## src/rtl/ysyx_22050039_lsu.sv

```systemverilog
// Multi-cycle load/store unit: takes one EXU request, performs a single aligned
// memory transaction over a variable-latency port, and returns extended load data.
module ysyx_22050039_lsu #(
  parameter int XLEN    = 64,
  parameter int ADDR_W  = 64,
  parameter int TIMEOUT = 255
) (
  input  logic                clk,
  input  logic                rst,
  input  logic                req_valid,
  output logic                req_ready,
  input  logic [3:0]          req_op,
  input  logic [ADDR_W-1:0]   req_addr,
  input  logic [XLEN-1:0]     req_wdata,
  output logic                rsp_valid,
  input  logic                rsp_ready,
  output logic [XLEN-1:0]     rsp_rdata,
  output logic                rsp_err,
  output logic                mem_req_valid,
  input  logic                mem_req_ready,
  output logic                mem_we,
  output logic [ADDR_W-1:0]   mem_addr,
  output logic [XLEN-1:0]     mem_wdata,
  output logic [XLEN/8-1:0]   mem_wmask,
  input  logic                mem_rsp_valid,
  input  logic [XLEN-1:0]     mem_rdata
);
  localparam int STRB_W = XLEN / 8;
  localparam int OFF_W  = $clog2(STRB_W);

  // Handshakes: a transfer happens on the rising edge where valid and ready are
  // both high; once raised, valid and its payload stay stable until that edge.
  typedef enum logic [1:0] {IDLE, REQ, WAIT, RESP} state_t;

  state_t            state;
  logic [3:0]        op_q;
  logic [OFF_W-1:0]  off_q;
  logic [31:0]       wait_cnt;

  logic [1:0]        size;
  logic              misaligned;
  logic              illegal;
  logic [7:0]        size_mask;
  logic [STRB_W-1:0] wmask_n;
  logic [XLEN-1:0]   wdata_n;
  logic [XLEN-1:0]   sh;
  logic [63:0]       sh64;
  logic [63:0]       ext;
  logic [XLEN-1:0]   load_data;

  always_comb begin
    size       = req_op[1:0];
    misaligned = 1'b0;
    size_mask  = 8'h01;
    case (size)
      2'd0: begin misaligned = 1'b0;             size_mask = 8'h01; end
      2'd1: begin misaligned = req_addr[0];      size_mask = 8'h03; end
      2'd2: begin misaligned = |req_addr[1:0];   size_mask = 8'h0F; end
      default: begin misaligned = |req_addr[2:0]; size_mask = 8'hFF; end
    endcase
    illegal = (size == 2'd3) && (XLEN == 32);
    wmask_n = STRB_W'({8'h00, size_mask} << req_addr[OFF_W-1:0]);
    wdata_n = req_wdata << {req_addr[OFF_W-1:0], 3'b000};
  end

  // Load extraction is done in a 64-bit scratch so the same code serves XLEN=32.
  always_comb begin
    sh   = mem_rdata >> {off_q, 3'b000};
    sh64 = 64'(sh);
    case (op_q[1:0])
      2'd0:    ext = {{56{~op_q[2] & sh64[7]}},  sh64[7:0]};
      2'd1:    ext = {{48{~op_q[2] & sh64[15]}}, sh64[15:0]};
      2'd2:    ext = {{32{~op_q[2] & sh64[31]}}, sh64[31:0]};
      default: ext = sh64;
    endcase
    load_data = ext[XLEN-1:0];
  end

  always_ff @(posedge clk) begin
    if (rst) begin
      state         <= IDLE;
      req_ready     <= 1'b1;
      rsp_valid     <= 1'b0;
      rsp_err       <= 1'b0;
      rsp_rdata     <= '0;
      mem_req_valid <= 1'b0;
      mem_we        <= 1'b0;
      mem_addr      <= '0;
      mem_wdata     <= '0;
      mem_wmask     <= '0;
      op_q          <= '0;
      off_q         <= '0;
      wait_cnt      <= '0;
    end else begin
      case (state)
        IDLE: begin
          if (req_valid) begin
            op_q      <= req_op;
            off_q     <= req_addr[OFF_W-1:0];
            req_ready <= 1'b0;
            if (misaligned || illegal) begin
              state     <= RESP;
              rsp_valid <= 1'b1;
              rsp_err   <= 1'b1;
              rsp_rdata <= '0;
            end else begin
              state         <= REQ;
              mem_req_valid <= 1'b1;
              mem_we        <= req_op[3];
              mem_addr      <= {req_addr[ADDR_W-1:OFF_W], {OFF_W{1'b0}}};
              mem_wdata     <= req_op[3] ? wdata_n : '0;
              mem_wmask     <= req_op[3] ? wmask_n : '0;
            end
          end
        end
        REQ: begin
          if (mem_req_ready) begin
            state         <= WAIT;
            mem_req_valid <= 1'b0;
            mem_we        <= 1'b0;
            mem_wmask     <= '0;
            wait_cnt      <= '0;
          end
        end
        WAIT: begin
          wait_cnt <= wait_cnt + 32'd1;
          // A response landing on the timeout cycle still counts as success.
          if (mem_rsp_valid) begin
            state     <= RESP;
            rsp_valid <= 1'b1;
            rsp_err   <= 1'b0;
            rsp_rdata <= op_q[3] ? '0 : load_data;
          end else if ((TIMEOUT != 0) && (wait_cnt + 32'd1 == 32'(TIMEOUT))) begin
            state     <= RESP;
            rsp_valid <= 1'b1;
            rsp_err   <= 1'b1;
            rsp_rdata <= '0;
          end
        end
        default: begin
          if (rsp_ready) begin
            state     <= IDLE;
            rsp_valid <= 1'b0;
            rsp_err   <= 1'b0;
            rsp_rdata <= '0;
            req_ready <= 1'b1;
          end
        end
      endcase
    end
  end

  mem_ready_without_valid: assert property (
    @(posedge clk) disable iff (rst) mem_req_ready |-> mem_req_valid);

endmodule
```

## config.mk

```make
export PLATFORM = sky130hd
export DESIGN_NAME = ysyx_22050039_lsu
export DESIGN_NICKNAME = d
export VERILOG_FILES = /design/src/rtl/ysyx_22050039_lsu.sv
export SDC_FILE = /design/constraint.sdc
export NUM_CORES = 1
export LEC_CHECK = 0
export CAP_MARGIN = 5
export CORE_MARGIN = 1
export CORE_UTILIZATION = 50
export CTS_CLUSTER_SIZE = 30
export DETAILED_ROUTE_END_ITERATION = 6
export GPL_TIMING_DRIVEN = 0
export PLACE_DENSITY_LB_ADDON = 0.25
export REMOVE_ABC_BUFFERS = 1
export SYNTH_ARGS = -nofsm -noshare
export SYNTH_HDL_FRONTEND = slang
export SYNTH_SLANG_ARGS = --single-unit
```

## constraint.sdc

```tcl
create_clock -name clk -period 8.7 [get_ports clk]
set_input_delay 1.74 -clock clk [delete_from_list [all_inputs] [get_ports clk]]
set_output_delay 1.74 -clock clk [all_outputs]
set_load 0.01 [all_outputs]
```

==> flow_summary.yaml, run 1 <==
timing:
  finalSetupTns_ps: 0
  clock_skew_ps: 13.7
  drv_slew: 0
  max_freq_mhz: 222
  hold_viol_final: 0
  tightest_slew_ps: 1200
  setup_slack_ps: 4190
  period_share: 0.518
  finalSetupViolCount: 0
  rsz0062_at_grt: "false"
  period_needed_ps: 4510
  slew_headroom: 0.195
critical_path:
  path_cells: "clkdlybuf4s50_1, mux2_2, mux4_2, mux2_2, nand3_1, o21a_1, or4_1, o21ai_0"
  cp_top_family: "multiplexers"
  cp_slowest_cell: "o21a_1"
  path_max_fanout: 18
  crit_required_ps: 9110
  worstPathArrival_ps: 4920
  cpPeakStageDelay_ps: 670
  worstSetupPathType: "primary input to register"
  cp-end-kind: "register"
  reg2regPathDepth: 7
  cp_common_cell: "mux2_2"
  cp.depth: 8
  crit_buf_inv: 1
  r2r_slack_ps: 4200
  worst_setup_path_start_kind: "primary input"
yosys:
  synth_edf_count: 0
  synth_top_area_cell: "dfxtp_1"
  yosys_warnings: 0
  yosys-top-cells-area: "dfxtp_1 36%, a21oi_1 8.8%, nand2_1 7.6%"
  syn_area_per_cell_sq_um: 7.69
  syn_area_sq_um: 13600
  synth_common_cells: "275 x nand2_1, 243 x dfxtp_1, 239 x a21oi_1, 140 x nor2_1, 124 x o21ai_0"
  synth-seq-cells: 243
  yosysMostFrequentCell: "nand2_1"
  synthCells: 1763
  async_flop_share: 0
  seq_area_frac_synth: 0.359
  synth_ff_type: "dfxtp_1"
  yosysTopAreaCellShare: 0.359
  yosysUniqueCellTypes: 70
worst_hold_path:
  whs_path_depth: 2
  hp-class: "register to register"
floorplan:
  io_pins: 407
  start_util: 0.515
  die_y_um: 167
  rows: 59
  die_w_um: 167
  dieArea_sq_um: 27800
  core_area_sq_um: 26400
drt:
  postRouteAntennaNets: 0
  viasPerCell: 6.00
  drt-total-wl_mm: 47.5
  dr_total_vias: 14496
  drt_pass1_iterations: 7
  route.detailed.drc: 0
  drt_iter0_drc: 1425
  wl_per_cell_um: 19.6
finish:
  synthToLayoutAreaGrowth_pct: 37.5
  drive_above_1_share: 0.0653
  nFillCells: 2098
  fin_nets: 2256
pwr:
  peakVddDrop_mv: 0.173
  power_uw: 3650
  pwr_density_cell_nw_per_um2: 196
  p_leak_uw: 0.00649
grt:
  antenna_found_initial: 13
  grt_pass1_wl_mm: 73.7
  grt_pass1_vias: 13767
  track_usage: 0.326
  overflow: 0
  grt_max_degree: 148
cts:
  cts_tree: "built"
  path_clk_slew_ps: 60
  clock_latency_ps: 560
  cts_buffers: 28
  cts_resized: 0
  htree_num_levels: 1
  cts_root_buffer: "clkbuf_16"
  clock-sinks: 243
  post-cts-setup-buffer-count: 0
  hold_buffers: 0
  clockBufferDepth: 3
place:
  place_ws_ps: 3720
  hpwlAfterDp_mm: 32.2
  place_congestion: 0.902
  portBuffers: 403
run:
  cap_violations: 0
outcome:
  status: "complete, no violations"
## worst register-to-register path: stages, from the launching register on
cell,delay (ps)
dfxtp_1,760
clkinv_1,1000
mux4_2,850
mux2_2,300
nand3_1,470
o21a_1,670
or4_1,230
o21ai_0,70
## flip-flops by register name, indices dropped and copies added (netlist names)
name           cells
state              2
rsp_err            1
mem_addr          61
op_q               4
rsp_rdata         64
wait_cnt          32
mem_wmask          8
off_q              3
req_ready          1
mem_req_valid      1
mem_we             1
rsp_valid          1
mem_wdata         64
## per-stage QoR
| stage | area, sq um | instances | hold slack, ps | utilization |
|---|---|---|---|---|
| finish | 18600 | 2416 | 452 | 0.708 |
| global placement | 17300 | 2339 | 439 | 0.656 |
| CTS | 18600 | 2401 | 454 | 0.705 |
| detailed placement | 17600 | 2351 | 444 | 0.668 |
| floorplan | 12800 | 1601 | 431 | - |
| global route | 18600 | 2414 | 471 | 0.707 |
## cell usage in the layout, fill, tap and decap left out, types with 6 or more instances in the layout
cell,count
a211oi_1,52
a21o_1,8
a21oi_1,239
a22oi_1,20
a311oi_1,6
a31oi_1,9
a32oi_1,7
and2_1,9
and3_1,8
buf_16,8
clkbuf_1,6
clkbuf_16,28
clkbuf_8,6
clkdlybuf4s50_1,399
dfxtp_1,241
diode_2,13
ha_1,6
inv_1,27
mux2_2,29
mux2i_1,99
mux4_2,13
nand2_1,274
nand2b_1,50
nand3_1,47
nor2_1,139
nor2b_1,29
nor3_1,26
nor4_1,7
o21ai_0,123
o22ai_1,10
o32ai_1,17
or3_1,8
or4_1,13
xnor2_1,7
## where the power goes
group | switching (uW) | leakage [uW] | internal [uW]
combinational | 643 | 0.00404 | 489
clock | 489 | 0.000477 | 762
sequential | 71.1 | 0.00197 | 1190
## area by class of cell
| type | count | area, sq um | share of cell area |
|---|---|---|---|
| Multi-Input combinational cell | 1330 | 7900 | 0.424 |
| Timing Repair Buffer | 417 | 4340 | 0.233 |
| Clock buffer | 40 | 806 | 0.0432 |
| Tap cell | 335 | 419 | 0.0225 |
| Antenna cell | 13 | 32.5 | 0.00174 |
| Clock inverter | 10 | 170 | 0.00913 |
| Sequential cell | 243 | 4870 | 0.261 |
| Inverter | 28 | 105 | 0.00564 |
## metal layers
layer | track usage | up-vias | share of wire
met3 | 0.0860 | 142 | 0.087
li1 | - | 6822 | -
met4 | 0.174 | 0 | 0.055
met2 | 0.554 | 678 | 0.48
met1 | 0.376 | 6854 | 0.38
met5 | 0 | - | 0
## kinds of logic (layout without fill, tap and decap cells)
group / count (synthesis) / after routing / share of synthesized area
compound gates: 517 / 517 / 0.223
xor+xnor: 12 / 12 / 0.00775
fa+ha+maj: 6 / 6 / 0.00554
buf+inv: 192 / 495 / 0.0609
flops: 243 / 243 / 0.359
mux: 142 / 142 / 0.119
other cells: 1 / 16 / 0.000277
simple gates: 650 / 650 / 0.225
## worst paths after layout
path,from,to
max,mem_rdata[63],rsp_rdata[57]$_SDFFE_PP0P_
min,mem_addr[43]$_SDFFE_PP0P_,mem_addr[43]$_SDFFE_PP0P_
max reg2reg,off_q[2]$_SDFFE_PP0P_,rsp_rdata[57]$_SDFFE_PP0P_
min reg2reg,mem_addr[43]$_SDFFE_PP0P_,mem_addr[43]$_SDFFE_PP0P_
(Power assumes the default switching activity.)
==> run 2, diff against run 1 <==
- CORE_UTILIZATION: 50 -> 43
- clock period: 8.7 -> 3.81 ns (I/O delays scaled with it)
==> flow_summary.yaml, run 2 (same netlist as run 1, synthesis figures left out) <==
floorplan:
  die_w_um: 180
  die_y_um: 180
  start_util: 0.440
  io_pins: 407
  dieArea_sq_um: 32200
  rows: 64
  core_area_sq_um: 30800
grt:
  grt_pass1_wl_mm: 72.1
  overflow: 0
  antenna_found_initial: 7
  grt_pass1_vias: 13275
  track_usage: 0.276
  grt_max_degree: 131
critical_path:
  path_cells: "buf_12, clkinvlp_4, mux4_2, mux2_2, nand3_1, o21ai_1, buf_4, o21ai_0, mux2i_1"
  r2r-start: "off_q[0]$_SDFFE_PP0P_"
  worst_setup_path_start_kind: "register"
  cp_slowest_cell: "dfxtp_2"
  cp-end-kind: "register"
  path_max_fanout: 50
  cpPeakStageDelay_ps: 610
  r2r_slack_ps: 160
  crit_buf_inv: 3
  reg2regPathDepth: 9
  cp_top_family: "multiplexers"
  worstSetupPathType: "register to register"
  worstPathArrival_ps: 4080
  crit_required_ps: 4240
  r2r-end: "rsp_rdata[39]$_SDFFE_PP0P_"
timing:
  slew_headroom: 0.0997
  drv_slew: 0
  max_freq_mhz: 274
  period_share: 0.958
  tightest_slew_ps: 1350
  rsz0062_at_grt: "false"
  finalSetupViolCount: 0
  clock_skew_ps: 14.8
  hold_viol_final: 0
  period_needed_ps: 3650
finish:
  reg_top3: "mem_wdata: 64 flops, rsp_rdata: 64 flops, mem_addr: 61 flops"
  layout_common_cells: "399 x clkdlybuf4s50_1, 274 x nand2_1, 241 x dfxtp_1"
  drive_above_1_share: 0.0700
  final_common_cell: "clkdlybuf4s50_1"
  fin_nets: 2259
  synthToLayoutAreaGrowth_pct: 37.7
  fin_area_sq_um: 18700
pwr:
  power_uw: 8220
  power_frac_comb: 0.312
  seqPwrFrac: 0.351
  peakVddDrop_mv: 0.419
  p_sw_uw: 2760
  swShare: 0.335
  pwr_density_cell_nw_per_um2: 440
  p_int_uw: 5470
  clkPwrFrac: 0.338
  p_leak_uw: 0.00648
cts:
  hold_buffers: 0
  path_clk_slew_ps: 60
  clockBufferDepth: 3
  htree_num_levels: 1
  clock-sinks: 243
  cts_root_buffer: "clkbuf_16"
  clock_latency_ps: 560
  cts_tree: "built"
  cts_buffers: 29
worst_hold_path:
  hold_end: "mem_wdata[6]$_SDFFE_PP0P_"
  whs_path_depth: 2
  hp-start: "mem_wdata[6]$_SDFFE_PP0P_"
  hp-class: "register to register"
place:
  hpwlAfterDp_mm: 32.3
  portBuffers: 403
  dpl_cell_area_sq_um: 17600
  place_congestion: 0.911
drt:
  dr_total_vias: 14058
  drt_pass1_iterations: 7
  drt-total-wl_mm: 47.0
  wl_per_cell_um: 19.0
  drt_iter0_drc: 1188
  postRouteAntennaNets: 0
  viasPerCell: 5.68
  route.detailed.drc: 16
outcome:
  status: "complete, but fails checks"
  violations: "design-rule violations"
run:
  cap_violations: 0
==> run 2: how the worst max path moves through the flow <==
stage                     slack (ps)                          to                      from  cells past startpoint
after floorplan                 -400  mem_wdata[10]$_SDFFE_PP0P_                 req_op[0]                      5
after global placement         -6990  rsp_rdata[39]$_SDFFE_PP0P_                       rst                      6
after detailed placement        -730  rsp_rdata[62]$_SDFFE_PP0P_     off_q[2]$_SDFFE_PP0P_                      7
after CTS                         10  rsp_rdata[39]$_SDFFE_PP0P_     off_q[2]$_SDFFE_PP0P_                      8
after global routing             0.4  rsp_rdata[23]$_SDFFE_PP0P_  wait_cnt[1]$_SDFFE_PP0P_                     10
final                            160  rsp_rdata[39]$_SDFFE_PP0P_     off_q[0]$_SDFFE_PP0P_                      9
==> run 2: power groups by stage <==
stage	Combinational [uW]	Sequential, uW	Clock [uW]
floorplan	1250	3010	0
global placement	2380	2980	0
detailed placement	2480	2950	0
CTS	2500	2900	2830
global route	2770	2900	2920
finish	2560	2880	2780
==> run 2: worst reg2reg max path, delay by kind of cell (launching register included) <==
family	cells	cell delay (ps)
flip-flops	1	610
buffers and inverters	3	950
multiplexers	3	950
AO/OA/AOI/OAI	2	530
AND/OR/NAND/NOR	1	500
==> run 2: layout make-up <==
cell class / count / area (sq um)
clock buffers: 42 / 875
multi-input cells: 1331 / 7910
diodes: 6 / 15.0
fillers: 2668 / 12200
repair buffers: 417 / 4310
inverters: 28 / 111
well taps: 396 / 495
repair inverters: 1 / 5.00
clock inverters: 10 / 85.1
flip-flops and latches: 243 / 4870
==> run 2: through the flow <==
| stage | cells | hold WS, ps | utilization | TNS, ps | setup slack, ps |
|---|---|---|---|---|---|
| after floorplan | 1601 | 431 | - | -38960 | -399 |
| after global placement | 2400 | 438 | 0.564 | -1243580 | -6990 |
| after detailed placement | 2412 | 443 | 0.572 | -18460 | -731 |
| after CTS | 2465 | 451 | 0.604 | 0 | 13.3 |
| after global routing | 2474 | 471 | 0.606 | 0 | 0.353 |
| final | 2474 | 452 | 0.606 | 0 | 160 |
==> run 2: per-layer routing <==
layer,GRT usage,vias to the layer above,share of wire
met5,0,-,0
met4,0.0959,0,0.033
met3,0.0812,89,0.095
met2,0.482,598,0.48
met1,0.319,6562,0.39
li1,-,6809,-
==> run 2: timing repair <==
| item | in CTS | in global routing |
|---|---|---|
| endpoints found under the hold margin | 0 | 0 |
| buffers inserted | 0 | 1 |
| setup endpoints to repair | 33 | 49 |
| gates resized for setup | 4 | 1 |
| gates cloned | 1 | 1 |
| pin swaps | 0 | 1 |
==> run 3, diff against run 2 <==
- CAP_MARGIN: 5 -> not set
- SLEW_MARGIN: not set -> 20
==> flow_summary.yaml, run 3 (same netlist as run 1, synthesis figures left out) <==
timing:
  clock_skew_ps: 17.3
  tightest_slew_ps: 1080
  drv_slew: 0
  hold_viol_final: 0
  max_freq_mhz: 283
  finalSetupViolCount: 0
  period_needed_ps: 3530
  setup_slack_ps: 280
  finalSetupTns_ps: 0
  period_share: 0.927
  rsz0062_at_grt: "false"
  slew_headroom: 0.281
finish:
  final_common_cell: "clkdlybuf4s50_1"
  synthToLayoutAreaGrowth_pct: 37.9
  nFillCells: 2692
  fin_nets: 2258
  drive_above_1_share: 0.0695
  fin_area_sq_um: 18700
  reg_top3: "mem_wdata: 64 flops, rsp_rdata: 64 flops, mem_addr: 61 flops"
  layout_common_cells: "399 x clkdlybuf4s50_1, 274 x nand2_1, 240 x dfxtp_1"
critical_path:
  worst_setup_path_start_kind: "register"
  r2r_slack_ps: 280
  cp-end-kind: "register"
  r2r-end: "rsp_rdata[53]$_SDFFE_PP0P_"
  r2r-start: "wait_cnt[18]$_SDFFE_PP0P_"
  worstSetupPathType: "register to register"
  path_max_fanout: 23
  worstPathArrival_ps: 4010
  reg2regPathDepth: 10
  crit_required_ps: 4290
drt:
  drt_pass1_iterations: 7
  route.detailed.drc: 25
  drt_iter0_drc: 1204
  viasPerCell: 5.72
  wl_per_cell_um: 19.1
  dr_total_vias: 14154
  postRouteAntennaNets: 0
  drt-total-wl_mm: 47.3
cts:
  cts_root_buffer: "clkbuf_16"
  clock-sinks: 243
  clock_latency_ps: 560
  cts_buffers: 28
  clockBufferDepth: 3
  cts_tree: "built"
  htree_num_levels: 1
  path_clk_slew_ps: 60
  hold_buffers: 0
place:
  portBuffers: 403
  dpl_cell_area_sq_um: 17700
  hpwlAfterDp_mm: 32.3
  place_ws_ps: -717
  place_congestion: 0.911
grt:
  grt_pass1_vias: 13319
  antenna_found_initial: 11
  grt_max_degree: 131
  overflow: 0
  track_usage: 0.278
  grt_pass1_wl_mm: 72.7
floorplan:
  core_area_sq_um: 30800
  io_pins: 407
  start_util: 0.440
  die_y_um: 180
  die_w_um: 180
  dieArea_sq_um: 32200
  rows: 64
outcome:
  violations: "design-rule violations"
  status: "complete, but fails checks"
run:
  cap_violations: 0
worst_hold_path:
  hp-start: "mem_addr[62]$_SDFFE_PP0P_"
  whs_path_depth: 2
  hold_end: "mem_addr[62]$_SDFFE_PP0P_"
  hp-class: "register to register"
pwr:
  pwr_density_cell_nw_per_um2: 438
  p_leak_uw: 0.00648
  peakVddDrop_mv: 0.376
==> run 3: cell type report <==
cell class                      count  area (sq um)  area share
Antenna cell                        9          22.5     0.00120
Clock buffer                       45           866      0.0463
Clock inverter                      6          57.6     0.00308
Inverter                           28           114     0.00609
Multi-Input combinational cell   1331          7940       0.425
Sequential cell                   243          4880       0.261
Tap cell                          396           495      0.0265
Timing Repair Buffer              417          4320       0.231
Timing Repair inverter              1          5.00    0.000268
==> run 3: worst max path at each step <==
| stage | startpoint | endpoint | cells past startpoint |
|---|---|---|---|
| after global routing | wait_cnt[17]$_SDFFE_PP0P_ | rsp_rdata[53]$_SDFFE_PP0P_ | 10 |
| after detailed placement | off_q[2]$_SDFFE_PP0P_ | rsp_rdata[39]$_SDFFE_PP0P_ | 8 |
| after global placement | rst | rsp_rdata[39]$_SDFFE_PP0P_ | 6 |
| after CTS | off_q[0]$_SDFFE_PP0P_ | rsp_rdata[62]$_SDFFE_PP0P_ | 7 |
| after floorplan | req_op[0] | mem_wdata[10]$_SDFFE_PP0P_ | 5 |
| final | wait_cnt[18]$_SDFFE_PP0P_ | rsp_rdata[53]$_SDFFE_PP0P_ | 10 |
==> run 3: where the power goes <==
part	internal [uW]	switching (uW)
registers	2720	175
clock network	1610	1100
logic	1120	1460
total	5450	2730
==> run 3: per-layer routing <==
| layer | track usage | part of all wire |
|---|---|---|
| met1 | 0.323 | 0.39 |
| met3 | 0.0774 | 0.089 |
| met4 | 0.127 | 0.040 |
| met5 | 0 | 0.00053 |
| met2 | 0.477 | 0.48 |
==> run 3: timing repair <==
item                                    4_1_cts  5_1_grt
buffers inserted                              0        2
gates resized for setup                       3        4
pin swaps                                     1        1
endpoints found under the setup margin       48       39
cloned                                        2        0
==> run 3: critical path, cell delays in order, from the launching register on <==
cell       delay [ps]
dfxtp_1           550
nand4_4           190
or4_4             610
nor4_1            440
xnor2_1           190
o2111ai_1         210
o41a_4            510
nor2_4            190
buf_16            190
buf_16            160
mux2i_1           190
==> run 3: stage by stage <==
| step | cells | total power, uW | util | hold WS [ps] |
|---|---|---|---|---|
| 2_1_floorplan | 1601 | 4260 | - | 431 |
| 3_3_place_gp | 2400 | 5360 | 0.564 | 438 |
| 3_5_place_dp | 2412 | 5440 | 0.574 | 446 |
| 4_1_cts | 2465 | 8180 | 0.604 | 453 |
| 5_1_grt | 2476 | 8570 | 0.606 | 470 |
| 6_report | 2476 | 8180 | 0.606 | 452 |
